==> config.mk <==
export PLATFORM = sky130hd
export DESIGN_NAME = hv_pwm_rtn_sched
export DESIGN_NICKNAME = d
export VERILOG_FILES = /design/src/rtl/hv_pwm_rtn_sched.sv
export SDC_FILE = /design/constraint.sdc
export NUM_CORES = 1
export LEC_CHECK = 0
export ABC_AREA = 1
export CAP_MARGIN = 10
export CORE_UTILIZATION = 32
export DETAILED_ROUTE_END_ITERATION = 12
export PLACE_DENSITY = 0.54
export SYNTH_ARGS = -nofsm -noshare
export SYNTH_HDL_FRONTEND = slang
export SYNTH_SLANG_ARGS = --single-unit
==> constraint.sdc <==
create_clock -name i_clk -period 3.6 [get_ports i_clk]
set_input_delay 0.54 -clock i_clk [delete_from_list [all_inputs] [get_ports i_clk]]
set_output_delay 0.54 -clock i_clk [all_outputs]
set_load 0.01 [all_outputs]
==> src/rtl/hv_pwm_rtn_sched.sv <==
// HV PWM return-channel scheduler: latches per-source symbol requests, grants by fixed priority,
// and drives a valid/done handshake to the symbol encoder with a guard gap and a done timeout.
// state | meaning
// IDLE  | waiting for enable and a pending request
// SEND  | symbol presented to the encoder, waiting for done or timeout
// GAP   | forced idle guard gap after a symbol ends
module hv_pwm_rtn_sched #(
    parameter  int REQ_NUM = 4,
    parameter  int SYM_W   = 2,
    parameter  int GAP_CYC = 8,
    parameter  int TMO_CYC = 1023,
    localparam int SRC_W   = (REQ_NUM > 1) ? $clog2(REQ_NUM) : 1,
    localparam int TMO_W   = $clog2(TMO_CYC + 1),
    localparam int GAP_W   = $clog2(GAP_CYC + 1)
) (
    input  logic                     i_clk,
    input  logic                     i_rst_n,
    input  logic                     i_en,
    input  logic [REQ_NUM-1:0]       i_req,
    input  logic [REQ_NUM*SYM_W-1:0] i_req_sym,
    output logic [REQ_NUM-1:0]       o_req_ack,
    output logic                     o_sym_vld,
    output logic [SYM_W-1:0]         o_sym,
    output logic [SRC_W-1:0]         o_sym_src,
    input  logic                     i_sym_done,
    output logic                     o_busy,
    output logic                     o_tmo_err,
    input  logic                     i_err_clr,
    output logic [7:0]               o_ovwr_cnt
);

    typedef enum logic [1:0] {
        ST_IDLE = 2'd0,
        ST_SEND = 2'd1,
        ST_GAP  = 2'd2
    } state_t;

    state_t                        state;
    logic [REQ_NUM-1:0]            pend;
    logic [REQ_NUM-1:0][SYM_W-1:0] psym;
    logic [TMO_W-1:0]              tmo_cnt;
    logic [GAP_W-1:0]              gap_cnt;

    logic [SRC_W-1:0]   grant_idx;
    logic               grant;
    logic               done_hit;
    logic               tmo_hit;
    logic [REQ_NUM-1:0] pend_nxt;
    logic [8:0]         ovwr_add;
    logic [9:0]         ovwr_sum;
    logic [7:0]         ovwr_nxt;
    logic               busy_nxt;

    always_comb begin
        grant_idx = '0;
        for (int k = REQ_NUM - 1; k >= 0; k--) begin
            if (pend[k]) grant_idx = SRC_W'(k);
        end
        grant    = (state == ST_IDLE) && i_en && (|pend);
        done_hit = (state == ST_SEND) && i_sym_done;
        tmo_hit  = (state == ST_SEND) && !i_sym_done && (tmo_cnt == TMO_W'(TMO_CYC - 1));

        // The granted entry is cleared first, so a same-cycle request re-arms it without counting as an overwrite.
        pend_nxt = pend;
        ovwr_add = '0;
        for (int k = 0; k < REQ_NUM; k++) begin
            if (grant && (grant_idx == SRC_W'(k))) pend_nxt[k] = 1'b0;
            if (i_req[k]) begin
                if (pend_nxt[k]) ovwr_add = ovwr_add + 9'd1;
                pend_nxt[k] = 1'b1;
            end
        end
        ovwr_sum = {2'b00, o_ovwr_cnt} + {1'b0, ovwr_add};
        ovwr_nxt = (ovwr_sum > 10'd255) ? 8'hFF : ovwr_sum[7:0];

        busy_nxt = 1'b0;
        case (state)
            ST_IDLE: busy_nxt = grant;
            ST_SEND: busy_nxt = 1'b1;
            ST_GAP:  busy_nxt = (gap_cnt != GAP_W'(GAP_CYC - 1));
            default: busy_nxt = 1'b0;
        endcase
        busy_nxt = busy_nxt | (|pend_nxt);
    end

    always_ff @(posedge i_clk or negedge i_rst_n) begin
        if (!i_rst_n) begin
            state      <= ST_IDLE;
            pend       <= '0;
            psym       <= '0;
            tmo_cnt    <= '0;
            gap_cnt    <= '0;
            o_req_ack  <= '0;
            o_sym_vld  <= 1'b0;
            o_sym      <= '0;
            o_sym_src  <= '0;
            o_busy     <= 1'b0;
            o_tmo_err  <= 1'b0;
            o_ovwr_cnt <= '0;
        end else begin
            pend       <= pend_nxt;
            o_ovwr_cnt <= ovwr_nxt;
            o_busy     <= busy_nxt;
            o_req_ack  <= '0;
            for (int k = 0; k < REQ_NUM; k++) begin
                if (i_req[k]) psym[k] <= i_req_sym[k*SYM_W +: SYM_W];
            end

            if (tmo_hit)        o_tmo_err <= 1'b1;
            else if (i_err_clr) o_tmo_err <= 1'b0;

            case (state)
                ST_IDLE: begin
                    if (grant) begin
                        o_sym     <= psym[grant_idx];
                        o_sym_src <= grant_idx;
                        o_sym_vld <= 1'b1;
                        tmo_cnt   <= '0;
                        state     <= ST_SEND;
                    end
                end
                ST_SEND: begin
                    if (done_hit) begin
                        o_sym_vld            <= 1'b0;
                        o_req_ack[o_sym_src] <= 1'b1;
                        gap_cnt              <= '0;
                        state                <= ST_GAP;
                    end else if (tmo_hit) begin
                        o_sym_vld <= 1'b0;
                        gap_cnt   <= '0;
                        state     <= ST_GAP;
                    end else begin
                        tmo_cnt <= tmo_cnt + TMO_W'(1);
                    end
                end
                ST_GAP: begin
                    if (gap_cnt == GAP_W'(GAP_CYC - 1)) state <= ST_IDLE;
                    else                                 gap_cnt <= gap_cnt + GAP_W'(1);
                end
                default: begin
                    o_sym_vld <= 1'b0;
                    state     <= ST_IDLE;
                end
            endcase
        end
    end

endmodule

==> results of run 1 <==
[power groups by stage]
| stage | Clock, W | Sequential (W) | Combinational [W] |
|---|---|---|---|
| after floorplan | 0 | 0.000778 | 0.000535 |
| after global placement | 0 | 0.000759 | 0.000924 |
| after detailed placement | 0 | 0.000759 | 0.000927 |
| after CTS | 0.000377 | 0.000752 | 0.000942 |
| after global routing | 0.000398 | 0.000768 | 0.00109 |
| final | 0.000360 | 0.000751 | 0.000965 |
[metal layers]
metal | part of all wire, % | up-vias
li1 | - | 1125
met1 | 47 | 1017
met2 | 48 | 28
met3 | 2.7 | 8
met4 | 1.7 | 0
met5 | 0 | -
[cell usage in the layout (no fill, tap or decap), drive strengths merged, types with 2 or more instances in the layout]
master and count:
nand2 85, inv 48, dfrtp 47, clkdlybuf4s50 33, nor2 28, nand3 27
buf 24, o21ai 19, ha 10, a21oi 9, nor3 9, clkbuf 7
nand4 6, xor2 3, xnor2 3, o211ai 3, o21bai 2, a31oi 2
[what timing repair did]
item / 4_1_cts / 5_1_grt
endpoints found under the setup margin: 8 / 8
pin swaps: 1 / 4
setup buffers: 0 / 1
endpoints found under the hold margin: 0 / 0
resized for setup: 8 / 8
[sequential cells by signal, summed over array words and instances (netlist names), 2 cells and up]
register	flops
o_sym	2
gap_cnt	4
pend	4
state	2
o_ovwr_cnt	8
psym	8
o_sym_src	2
o_req_ack	4
tmo_cnt	10
[through the flow]
step | setup slack [ns] | total power [W] | TNS [ns] | hold slack (ns)
after floorplan | 0.133 | 0.00131 | 0 | 0.244
after global placement | -0.562 | 0.00168 | -4.27 | 0.456
after detailed placement | -0.680 | 0.00169 | -5.03 | 0.460
after CTS | 0.0646 | 0.00207 | 0 | 0.461
after global routing | -0.0389 | 0.00226 | -0.0389 | 0.512
final | 0.254 | 0.00208 | 0 | 0.425
[final cells by class]
cell class	instances	area share, %
clock buffers	7	2.86
clock inverters	1	0.223
inverters	48	5.36
multi-input cells	213	37.4
flip-flops and latches	47	35.0
well taps	102	3.79
repair buffers	58	15.4
[cell families after synthesis]
logic type / synth area share [%]
DFF: 45.0
xor gates and xnor gates: 2.01
adders and majority gates: 5.55
and+or+nand+nor: 29.5
muxes: 0.383
buffers and inverters: 8.52
AOI/OAI and AO/OA: 9.00
[worst max-delay path, stage by stage, from the launching register on]
cell and delay, ns:
dfrtp_1 0.41, inv_2 0.07, nand2_2 0.07, nor2_4 0.11, buf_4 0.12, nand2_4 0.04
nand3_2 0.06, inv_1 0.04, ha_1 0.27, nand2_1 0.10, nand2_2 0.08, ha_4 0.22
nand2_1 0.08, o21ai_2 0.06, ha_1 0.26, inv_1 0.04, o21ai_2 0.13, inv_2 0.06
fa_2 0.36, inv_1 0.09, nand3_1 0.09, nand2_1 0.10, nand2_2 0.09, nor2_2 0.14
nand3b_1 0.10, o21ai_0 0.07, inv_1 0.05
[final timing paths]
kind | startpoint | end | cells after the start
worst max-delay path | state[0] | o_ovwr_cnt[7] | 26
worst min-delay path | i_rst_n | tmo_cnt[8] | 1
worst max register to register | state[0] | o_ovwr_cnt[7] | 26
worst min register to register | psym[5] | psym[5] | 2
max in group asynchronous | i_rst_n | psym[1] | 1
min in group i_clk | psym[5] | psym[5] | 2
==> run summary, run 1 <==
Crit path time final -> 3.35 ns
Internal Power -> 0.00127 W
Met2 usage -> 24.6%
CP Max Fanout -> 3
Synthesized flop and latch total -> 47
Worst slew pin tran -> 1.07 ns
Flop pwr share -> 36.2%
Reg2reg setup slack -> 0.25 ns
Largest net degree at the start of global routing -> 48
EDFF count, synth -> 0
Routed Antenna Nets -> 0
Nets -> 401
Most common cell in the netlist -> nand2_1
Sequential area share after synthesis -> 45.0%
Area delta synth->final -> 28.7%
Register Area -> 0.00118 mm2
Routing usage on met1 -> 18.4%
Initial antenna violation count -> 0
Post-synthesis cell count -> 311
Vias in the first global route -> 2,119
Buffers on Ports -> 35
Vias per inst -> 4.58
Sinks on Clock Net -> 47
Yosys warning total -> 0
Headroom to the max-slew limit -> 28.6%
Startpoint types -> register
Footprint of the multi-input gates -> 0.00126 mm2
Fin. max-slew vios -> 0
Dpl cell area -> 0.00321 mm2
Synth top cells by count -> 78 x nand2_1, 47 x dfrtp_1, 43 x inv_1, 23 x nor2_1, 22 x nand3_1
Mapped cell area -> 0.00261 mm2
Initial DRC count -> 85
Fin area -> 0.00336 mm2
Hold Path Class -> input pin to asynchronous set/reset pin
Main synth FF type -> dfrtp_1
Req. time, crit path -> 3.85 ns
Post-synth top area cell -> dfrtp_1
Initial Util -> 33.5%
Core box area -> 0.00781 mm2
Hold Buf Count CTS -> 0
Top Ports -> 36
Share of cells above drive strength 1 -> 19.5%
Fmax -> 0.299 GHz
Status -> complete, no violations
Layout fillers -> 794
Leak Pwr -> 1.58 nW
Met3 GRT Util -> 2.87%
Sw Share -> 38.7%
P_sw -> 0.000804 W
Synth top area cells -> dfrtp_1 45%, nand2_1 11%, inv_1 6.2%
First-pass GRT wire length -> 9680 um
Bufs on Longest Clock Path -> 2
Syn_nets -> 339
Final std cells w/o fill -> 476
Total congestion overflow -> 0
DRC viols -> 0
CTS tree -> yes
Placement Rows -> 32
Synth top area share -> 45.0%
Height of the chip -> 92.4 um
Global placement routability congestion -> 0.790
Final WL -> 5690 um
Final Util -> 43.1%
Clock slew at reported path FFs -> 0.09 ns
Clock power share -> 17.3%
Peak supply drop -> 0.236 mV
WS Path Type -> register to register
Top Usage Layer GRT -> met2
Syn avg cell area -> 8.40 um2
Htree depth -> 2
Total CTS buffers -> 5
Worst EP arrival -> 3.60 ns
Root buf cell -> clkbuf_8
Final hold violation count -> 0
Ant. Diodes -> 0
Via count -> 2,178
Worst-skew pair later-pin latency -> 0.30 ns
Post-synth cell types -> 35
Die W -> 92.4 um
Final setup fails -> 0
Total track usage -> 14.6%
Post-Place Cells -> 467
Clk_skew -> 0.00712 ns
WL per Instance -> 12.0 um
Comb pwr share -> 46.5%
Router iterations before antenna repair -> 4
Final worst-path cycle share -> 92.9%
Hpwl dp -> 4260 um
Critical Path End Type -> register
Power Density -> 617 mW/mm2
Max-Cap Viols -> 0
Async SR Flop Fraction -> 100%
Die footprint -> 0.00853 mm2
Note: power is estimated with default switching activity, not from simulation.
==> run 2: changes to the inputs <==
TNS_END_PERCENT = 10   (was not set)
==> results of run 2 <==
Final layout, timing and power as in run 1 (identical DEF).
==> run 3: changes to the inputs <==
CORE_ASPECT_RATIO = 1.25   (was not set)
==> run summary, run 3 (same netlist as run 1, synthesis figures left out) <==
Hpwl dp -> 4300 um (was 4260 um)
Top Ports -> 36 (unchanged)
Worst slew pin tran -> 1.08 ns (was 1.07 ns)
Die W -> 82.8 um (was 92.4 um)
Worst hold margin -> 0.429 ns (was 0.425 ns)
Internal Power -> 0.00132 W (was 0.00127 W)
Vias in the first global route -> 2,214 (was 2,119)
Max-Cap Viols -> 0 (unchanged)
Max reg flops -> 10 (unchanged)
Hold Path Class -> input pin to asynchronous set/reset pin (unchanged)
Core box area -> 0.00784 mm2 (was 0.00781 mm2)
Bufs on Longest Clock Path -> 2 (unchanged)
CTS tree -> yes (unchanged)
Nets -> 401 (unchanged)
Sinks on Clock Net -> 47 (unchanged)
RSZ-0062 raised after global routing -> no
R2R depth -> 24 (was 26)
Final WL -> 5640 um (was 5690 um)
WS Path Type -> register to register (unchanged)
Worst EP arrival -> 3.54 ns (was 3.60 ns)
Global placement routability congestion -> 0.806 (was 0.790)
Initial antenna violation count -> 0 (unchanged)
Tot Pwr -> 0.00213 W (was 0.00208 W)
Clock power share -> 19.0% (was 17.3%)
Ant. Diodes -> 0 (unchanged)
DRC viols -> 0 (unchanged)
Setup TNS -> 0 ns (unchanged)
Peak supply drop -> 0.312 mV (was 0.236 mV)
Flop pwr share -> 35.5% (was 36.2%)
Headroom to the max-slew limit -> 28.1% (was 28.6%)
Largest reg by FF count -> tmo_cnt (unchanged)
Final worst-path cycle share -> 92.4% (was 92.9%)
Via count -> 2,172 (was 2,178)
P_sw -> 0.000805 W (was 0.000804 W)
Routed Antenna Nets -> 0 (unchanged)
Total CTS buffers -> 5 (unchanged)
Htree depth -> 2 (unchanged)
Crit path time final -> 3.33 ns (was 3.35 ns)
Height of the chip -> 103 um (was 92.4 um)
Fmax -> 0.301 GHz (was 0.299 GHz)
Startpoint types -> register (unchanged)
Final setup fails -> 0 (unchanged)
Critical Path End Type -> register (unchanged)
Fin. max-slew vios -> 0 (unchanged)
Clk_skew -> 0.00846 ns (was 0.00712 ns)
CP Max Fanout -> 7 (was 3)
WL per Instance -> 12.0 um (about the same)
Biggest regs -> tmo_cnt: 10 flops, o_ovwr_cnt: 8 flops, psym: 8 flops (unchanged)
Hold Buf Count CTS -> 0 (unchanged)
Placement Rows -> 36 (was 32)
Area delta synth->final -> 28.6% (was 28.7%)
Largest net degree at the start of global routing -> 48 (unchanged)
Status -> complete, no violations (unchanged)
Power Density -> 633 mW/mm2 (was 617 mW/mm2)
Initial DRC count -> 74 (was 85)
Root buf cell -> clkbuf_8 (unchanged)
Leak Pwr -> 1.59 nW (was 1.58 nW)
Clock slew at reported path FFs -> 0.09 ns (about the same)
Die footprint -> 0.00854 mm2 (was 0.00853 mm2)
Share of cells above drive strength 1 -> 20.3% (was 19.5%)
Worst-skew pair later-pin latency -> 0.30 ns (about the same)
Final hold violation count -> 0 (unchanged)
Initial Util -> 33.3% (was 33.5%)
Total congestion overflow -> 0 (unchanged)
Req. time, crit path -> 3.81 ns (was 3.85 ns)
Buffers on Ports -> 35 (unchanged)
Sw Share -> 37.8% (was 38.7%)
Total track usage -> 14.7% (was 14.6%)
Router iterations before antenna repair -> 6 (was 4)
Comb pwr share -> 45.5% (was 46.5%)
Most common cell after layout, fill and taps aside -> nand2_1 (unchanged)
Most frequent cells in the layout -> 74 x nand2_1, 47 x dfrtp_1, 39 x inv_1 (was 74 x nand2_1, 47 x dfrtp_1, 42 x inv_1)
First-pass GRT wire length -> 10,100 um (was 9680 um)
Vias per inst -> 4.63 (was 4.58)
## run 3: worst max-delay path, stage by stage, from the launching register on
cell and delay (ns):
dfrtp_1 0.41, inv_2 0.07, nand2_2 0.07, nor2_4 0.12
inv_2 0.05, o21ai_2 0.14, inv_1 0.06, ha_1 0.28
nand2_1 0.08, nand2_1 0.07, ha_1 0.31, nand2_1 0.08
o21ai_2 0.06, ha_1 0.26, inv_1 0.04, o21ai_2 0.12
inv_1 0.07, fa_2 0.34, inv_2 0.07, nand3_2 0.07
nand2_2 0.09, nand2_4 0.06, nor2_2 0.11, nand2_2 0.11
o21ai_0 0.10
## run 3: layer usage
layer  part of all wire [%]  wire (um)  GRT usage, %
met2                     51       2860          26.2
met4                    1.7         98          6.23
met1                     45       2520          17.4
met3                    3.0        170          2.80
met5                      0          0             0
## run 3: per-stage QoR
| stage | cell area [um2] | cells | setup WS, ns | utilization [%] |
|---|---|---|---|---|
| after floorplan | 2610 | 311 | 0.133 | - |
| after global placement | 3200 | 460 | -0.578 | 40.8 |
| after detailed placement | 3200 | 460 | -0.634 | 40.8 |
| after CTS | 3340 | 468 | 0.122 | 42.6 |
| after global routing | 3360 | 469 | 0.00974 | 42.9 |
| final | 3360 | 469 | 0.273 | 42.9 |
## run 3: cell type report
type                       instances  area (um2)
timing repair buffer              58         517
multi-input combinational        213        1250
tap                               95         119
fill                             823        4480
sequential                        47        1180
clock inverter                     2        35.0
clock buffer                       6        82.6
inverter                          48         180
## run 3: what timing repair did
item | 4_1_cts | 5_1_grt
resized for setup | 10 | 9
buffers inserted | 0 | 1
endpoints found under the setup margin | 8 | 8
pin swaps | 2 | 9
## run 3: final timing paths
kind                                      end      from  slack (ns)
worst max-delay path            o_ovwr_cnt[6]  state[1]        0.27
worst min-delay path                o_sym_vld   i_rst_n        0.43
worst max register to register  o_ovwr_cnt[6]  state[1]        0.27
worst min register to register        psym[6]   psym[6]        0.48
max in group asynchronous          tmo_cnt[2]   i_rst_n        2.49
min in group i_clk                    psym[6]   psym[6]        0.48
## run 3: power groups by stage
stage	sequential [W]	clock (W)	combinational (W)
2_1_floorplan	0.000778	0	0.000535
3_3_place_gp	0.000761	0	0.000932
3_5_place_dp	0.000760	0	0.000940
4_1_cts	0.000754	0.000424	0.000966
5_1_grt	0.000778	0.000440	0.00109
6_report	0.000756	0.000404	0.000967
==> RTL edit 1 (config.mk and constraints of run 3) <==
Encoding of `state_t`: now one-hot (3 bits for 3 states).
--- a/src/rtl/hv_pwm_rtn_sched.sv
+++ b/src/rtl/hv_pwm_rtn_sched.sv
@@ -30,8 +30,8 @@
 );
 
-    typedef enum logic [1:0] {
-        ST_IDLE = 2'd0,
-        ST_SEND = 2'd1,
-        ST_GAP  = 2'd2
+    typedef enum logic [2:0] {
+        ST_IDLE = 3'b001,
+        ST_SEND = 3'b010,
+        ST_GAP  = 3'b100
     } state_t;
 
Function: no difference found for any inputs over 10 cycles, from zero or initial values and one cycle with i_rst_n low; not proved beyond that.
==> RTL edit 1 against run 3 <==
Clock skew decreased by 0.0011 ns. Power increased by 0.70%. Final area increased by 2.1%. Sequential cell count increased by 1. Die area about the same. Routed wire length decreased by 3.0%. Synthesized area about the same. Worst setup slack got worse by 0.051 ns. Largest cell class unchanged. Largest power group unchanged.
==> RTL edit 1: results (changes against run 3) <==
Synth
  – Sequential area share after synthesis: 46.0% (was 45.0%)
  – Yosys cell types: 37 (was 35)
  – Synth top area cells: dfrtp_1, nand2_1, inv_1, ha_1, nor2_1 (was dfrtp_1, nand2_1, inv_1, ha_1, nand3_1)
  – Post-synth top cells: nand2_1, inv_1, dfrtp_1 (was nand2_1, dfrtp_1, inv_1)
  – Avg Inst Size Synth: 8.40 µm² (about the same)

Power and ir drop
  – P_leak: 0.00164 µW (was 0.00159 µW)
  – Worst VDD drop: 0.000309 V (was 0.000312 V)

Finish
  – Fin cells: 467 (was 469)
  – Layout cells sized above 1: 21.5% (was 20.3%)
  – Net count, final: 399 (was 401)
  – Fill cells: 814 (was 823)
  – Final core utilization: 43.8% (was 42.9%)

Route
  – TritonRoute pass-1 iters: 4 (was 6)
  – Vias per cell: 4.64 (was 4.63)
  – Drt wl/cell: 11.7 µm (was 12.0 µm)
  – Metal-1 WL: 2.44 mm (was 2.52 mm)
  – Metal3 WL: 129 µm (was 170 µm)

Global routing
  – Grt met2 use: 26.4% (was 26.2%)
  – Grt met1 use: 17.3% (was 17.4%)
  – First-pass GRT wire length: 9.60 mm (was 10.1 mm)

Placed design
  – Detailed placement HPWL: 4.17 mm (was 4.30 mm)
  – Post-Place Cells: 458 (was 460)
  – Pre-CTS WS: -0.267 ns (was -0.634 ns)
  – Placed inst area: 3220 µm² (was 3200 µm²)

CTS
  – Insertion delay to the later sink of the worst-skew pair: 0.30 ns (about the same)

Run status
  – Outcome: finished, final reports clean (unchanged)

Setup path
  – Slowest CP cell: dfstp_2 (was dfrtp_1)
  – Worst endpoint data arrival time: 3.62 ns (was 3.54 ns)

STA
  – Clk_skew: 0.00738 ns (was 0.00846 ns)
  – Fmax: 296 MHz (was 301 MHz)
==> RTL edit 1: cell count changes after synthesis, moves of 5 or more <==
cell / before / now
nor2_2: 1 / 7
nand3_1: 22 / 17
o21ai_0: 12 / 17
inv_1: 43 / 49
nand2_1: 78 / 65
a21oi_1: 9 / 16
==> RTL edit 1: cell type report <==
type	instances	area share [%]
clock buffer	7	2.81
multi-input combinational	208	37.6
clock inverter	1	0.875
sequential	48	35.0
inverter	54	5.98
timing repair buffer	54	14.3
tap	95	3.46
==> RTL edit 1: power breakdown <==
group | leakage (µW) | switching, µW | internal, µW | total, µW
Clock | 0.0000645 | 181 | 245 | 426
Sequential | 0.000595 | 92.1 | 651 | 743
Combinational | 0.000981 | 509 | 464 | 973
==> RTL edit 1: kinds of logic after synthesis <==
| group | Yosys count | synth area share, % |
|---|---|---|
| fa+ha+maj | 11 | 5.56 |
| flops | 48 | 46.0 |
| xor+xnor | 5 | 1.68 |
| compound gates | 46 | 10.2 |
| buf+inv | 55 | 8.29 |
| simple gates | 145 | 27.9 |
| mux | 1 | 0.383 |
==> RTL edit 1: what timing repair did <==
item                                    in CTS  in global routing
buffers inserted                             0                  1
endpoints found under the setup margin       0                  8
resized for setup                            0                 19
==> RTL edit 1: path summary, 6_finish.rpt <==
check / start / endpoint / slack (ns) / cells after the start
max: state[0] / o_ovwr_cnt[1] / 0.22 / 24
min: i_rst_n / o_req_ack[0] / 0.43 / 1
max reg2reg: state[0] / o_ovwr_cnt[1] / 0.22 / 24
min reg2reg: gap_cnt[3] / gap_cnt[3] / 0.47 / 1
max in group asynchronous: i_rst_n / o_sym_vld / 2.50 / 1
min in group i_clk: gap_cnt[3] / gap_cnt[3] / 0.47 / 1
==> RTL edit 2 (config.mk and constraints of run 3) <==
Without the edit above. Set the parameter `SYM_W` to 4 (it was 2).
--- a/src/rtl/hv_pwm_rtn_sched.sv
+++ b/src/rtl/hv_pwm_rtn_sched.sv
@@ -7,5 +7,5 @@
 module hv_pwm_rtn_sched #(
     parameter  int REQ_NUM = 4,
-    parameter  int SYM_W   = 2,
+    parameter  int SYM_W   = 4,
     parameter  int GAP_CYC = 8,
     parameter  int TMO_CYC = 1023,
Ports: changed (resized i_req_sym and o_sym); port bits go from 36 to 46. The function was not compared with the original's and may differ.
==> RTL edit 2 against run 3 <==
Via count is 16% higher. Synthesized area is 14% higher. Worst setup slack worse by 0.0077 ns. Final area is 23% higher. Combinational power is 13% higher. Cell count is 20% higher. Core utilization is 2.6 points higher. Power is 35% higher. Routed wire length is 25% higher. Count of clock-buffer cells in the layout is 8 higher. Sequential cell count is 10 higher. Fmax is 0.23% lower. Synthesized cell count is 15% higher. Largest power group unchanged. Highest routed layer unchanged.
==> RTL edit 2: results (changes against run 3) <==
Setup path
  – Crit path largest cell delay: 0.44 ns (was 0.41 ns)
  – Peak fanout along the critical path: 7 (unchanged)
  – Worst endpoint data arrival time: 3.59 ns (was 3.54 ns)
  – Slowest CP cell: dfrtp_2 (was dfrtp_1)

Run status
  – Outcome: finished, final reports clean (unchanged)

Synth
  – Asr flop ratio synth: 100% (unchanged)
  – Sequential area share after synthesis: 47.8% (was 45.0%)
  – Yosys cell types: 35 (unchanged)
  – Synth top area cells: dfrtp_1, nand2_1, inv_1, nand3_1, ha_1 (was dfrtp_1, nand2_1, inv_1, ha_1, nand3_1)
  – Post-synth top cells: nand2_1, dfrtp_1, inv_1 (unchanged)
  – Syn Nets: 395 (was 339)
  – Yosys warns: 0 (unchanged)
  – Dominant synthesized flop cell: dfrtp_1 (unchanged)

CTS
  – Insertion delay to the later sink of the worst-skew pair: 0.33 ns (was 0.30 ns)
  – CTS Buf Count: 9 (was 5)
  – CTS Buffer Depth: 2 (unchanged)
  – Htree depth: 3 (was 2)
  – Clock Pin Slew Worst Setup and Hold Paths: 0.05 ns (was 0.09 ns)
  – Root Driver: clkbuf_16 (was clkbuf_8)

Finish
  – Largest regs: psym (16), tmo_cnt (10), o_ovwr_cnt (8) (was tmo_cnt (10), o_ovwr_cnt (8), psym (8))
  – Fill cells: 914 (was 823)
  – Net count, final: 472 (was 401)
  – Layout cells sized above 1: 18.8% (was 20.3%)
  – Antenna Cells: 0 (unchanged)

Route
  – Total Wirelength: 7.05 mm (was 5.64 mm)
  – Number of DRC markers in iteration 0: 103 (was 74)
  – Post-route DRC: 0 (unchanged)
  – TritonRoute pass-1 iters: 4 (was 6)
  – Vias per cell: 4.48 (was 4.63)

Power and ir drop
  – Worst VDD drop: 0.000373 V (was 0.000312 V)
  – P_leak: 0.00200 µW (was 0.00159 µW)

Global routing
  – Largest net degree at the start of global routing: 37 (was 48)
  – All-Layer GR Usage: 15.6% (was 14.7%)
  – Vias in the first global route: 2449 (was 2214)
  – Initial antenna violation count: 0 (unchanged)
  – First-pass GRT wire length: 11.2 mm (was 10.1 mm)

Placed design
  – PortBufs: 45 (was 35)
  – Placed inst area: 3730 µm² (was 3200 µm²)
  – Detailed placement HPWL: 5.07 mm (was 4.30 mm)
  – GPL Wtd Cong: 0.800 (was 0.806)
  – Pre-CTS WS: -0.653 ns (was -0.634 ns)

STA
  – Clk_skew: 0.00535 ns (was 0.00846 ns)
  – Least-Margin Pin Slew: 0.840 ns (was 1.08 ns)

Hold path
  – Worst hold path class: input pin to asynchronous set/reset pin (unchanged)
## RTL edit 2: cell types whose count changed after synthesis, sizes merged, moves of 2 or more
cell    change
dfrtp      +10
clkbuf      +2
a21o        +2
nor2        +7
nand2      +16
o21ai       +4
xor2        +6
## RTL edit 2: layout make-up
cell class | instances | area, µm² | share of cell area (%)
multi-input combinational | 248 | 1410 | 34.2
sequential | 57 | 1430 | 34.6
clock inverter | 2 | 35.0 | 0.848
tap | 123 | 154 | 3.73
inverter | 48 | 180 | 4.36
timing repair buffer | 72 | 648 | 15.7
clock buffer | 14 | 274 | 6.64
## RTL edit 2: where the power goes
part / total, µW / internal, µW / switching, µW
clock network: 874 / 591 / 283
logic: 1090 / 507 / 587
registers: 900 / 787 / 113
## RTL edit 2: critical path, delay by kind of cell, from the launching register on
kind | cells | cell delay, ns
and+or+nand+nor | 13 | 1.16
adders and majority gates | 4 | 1.05
DFF | 1 | 0.44
buffers and inverters | 5 | 0.39
AOI/OAI and AO/OA | 2 | 0.21
## RTL edit 2: timing repair
action	CTS	global route
gates resized for setup	5	20
setup endpoints to repair	8	8
endpoints found under the hold margin	0	0
pin swaps	2	9
buffers inserted	0	2
## RTL edit 2: path summary, 6_finish.rpt
check,depth (start not counted),end,slack (ns),from
max,24,o_ovwr_cnt[1],0.26,pend[0]
min,1,gap_cnt[3],0.32,i_rst_n
max reg2reg,24,o_ovwr_cnt[1],0.26,pend[0]
min reg2reg,2,psym[5],0.47,psym[5]
max in group asynchronous,2,o_ovwr_cnt[5],2.48,i_rst_n
min in group i_clk,2,psym[5],0.47,psym[5]
## RTL edit 2: cell families (layout without fill, tap and decap cells)
group           Yosys count  in the layout  share of synthesized area [%]
simple gates            180            180                           27.2
compound gates           44             44                           8.76
fa+ha+maj                11             11                           4.86
buf+inv                  54            136                           7.50
flops                    57             57                           47.8
mux                       2              2                          0.712
xor+xnor                 11             11                           3.23
## RTL edit 2: through the flow
step | total power [µW] | hold WS [ns] | std cells
final | 2870 | 0.320 | 564
after CTS | 2820 | 0.351 | 562
after global routing | 3060 | 0.393 | 564
after detailed placement | 1930 | 0.463 | 546
after floorplan | 1490 | 0.244 | 359
after global placement | 1920 | 0.462 | 546
## RTL edit 2: layer usage
layer	part of all wire (%)	wire, µm	global-route usage (%)
met5	0	0	0
met4	1.9	137	7.95
met3	2.9	206	2.98
met2	52	3670	27.4
met1	43	3030	17.7
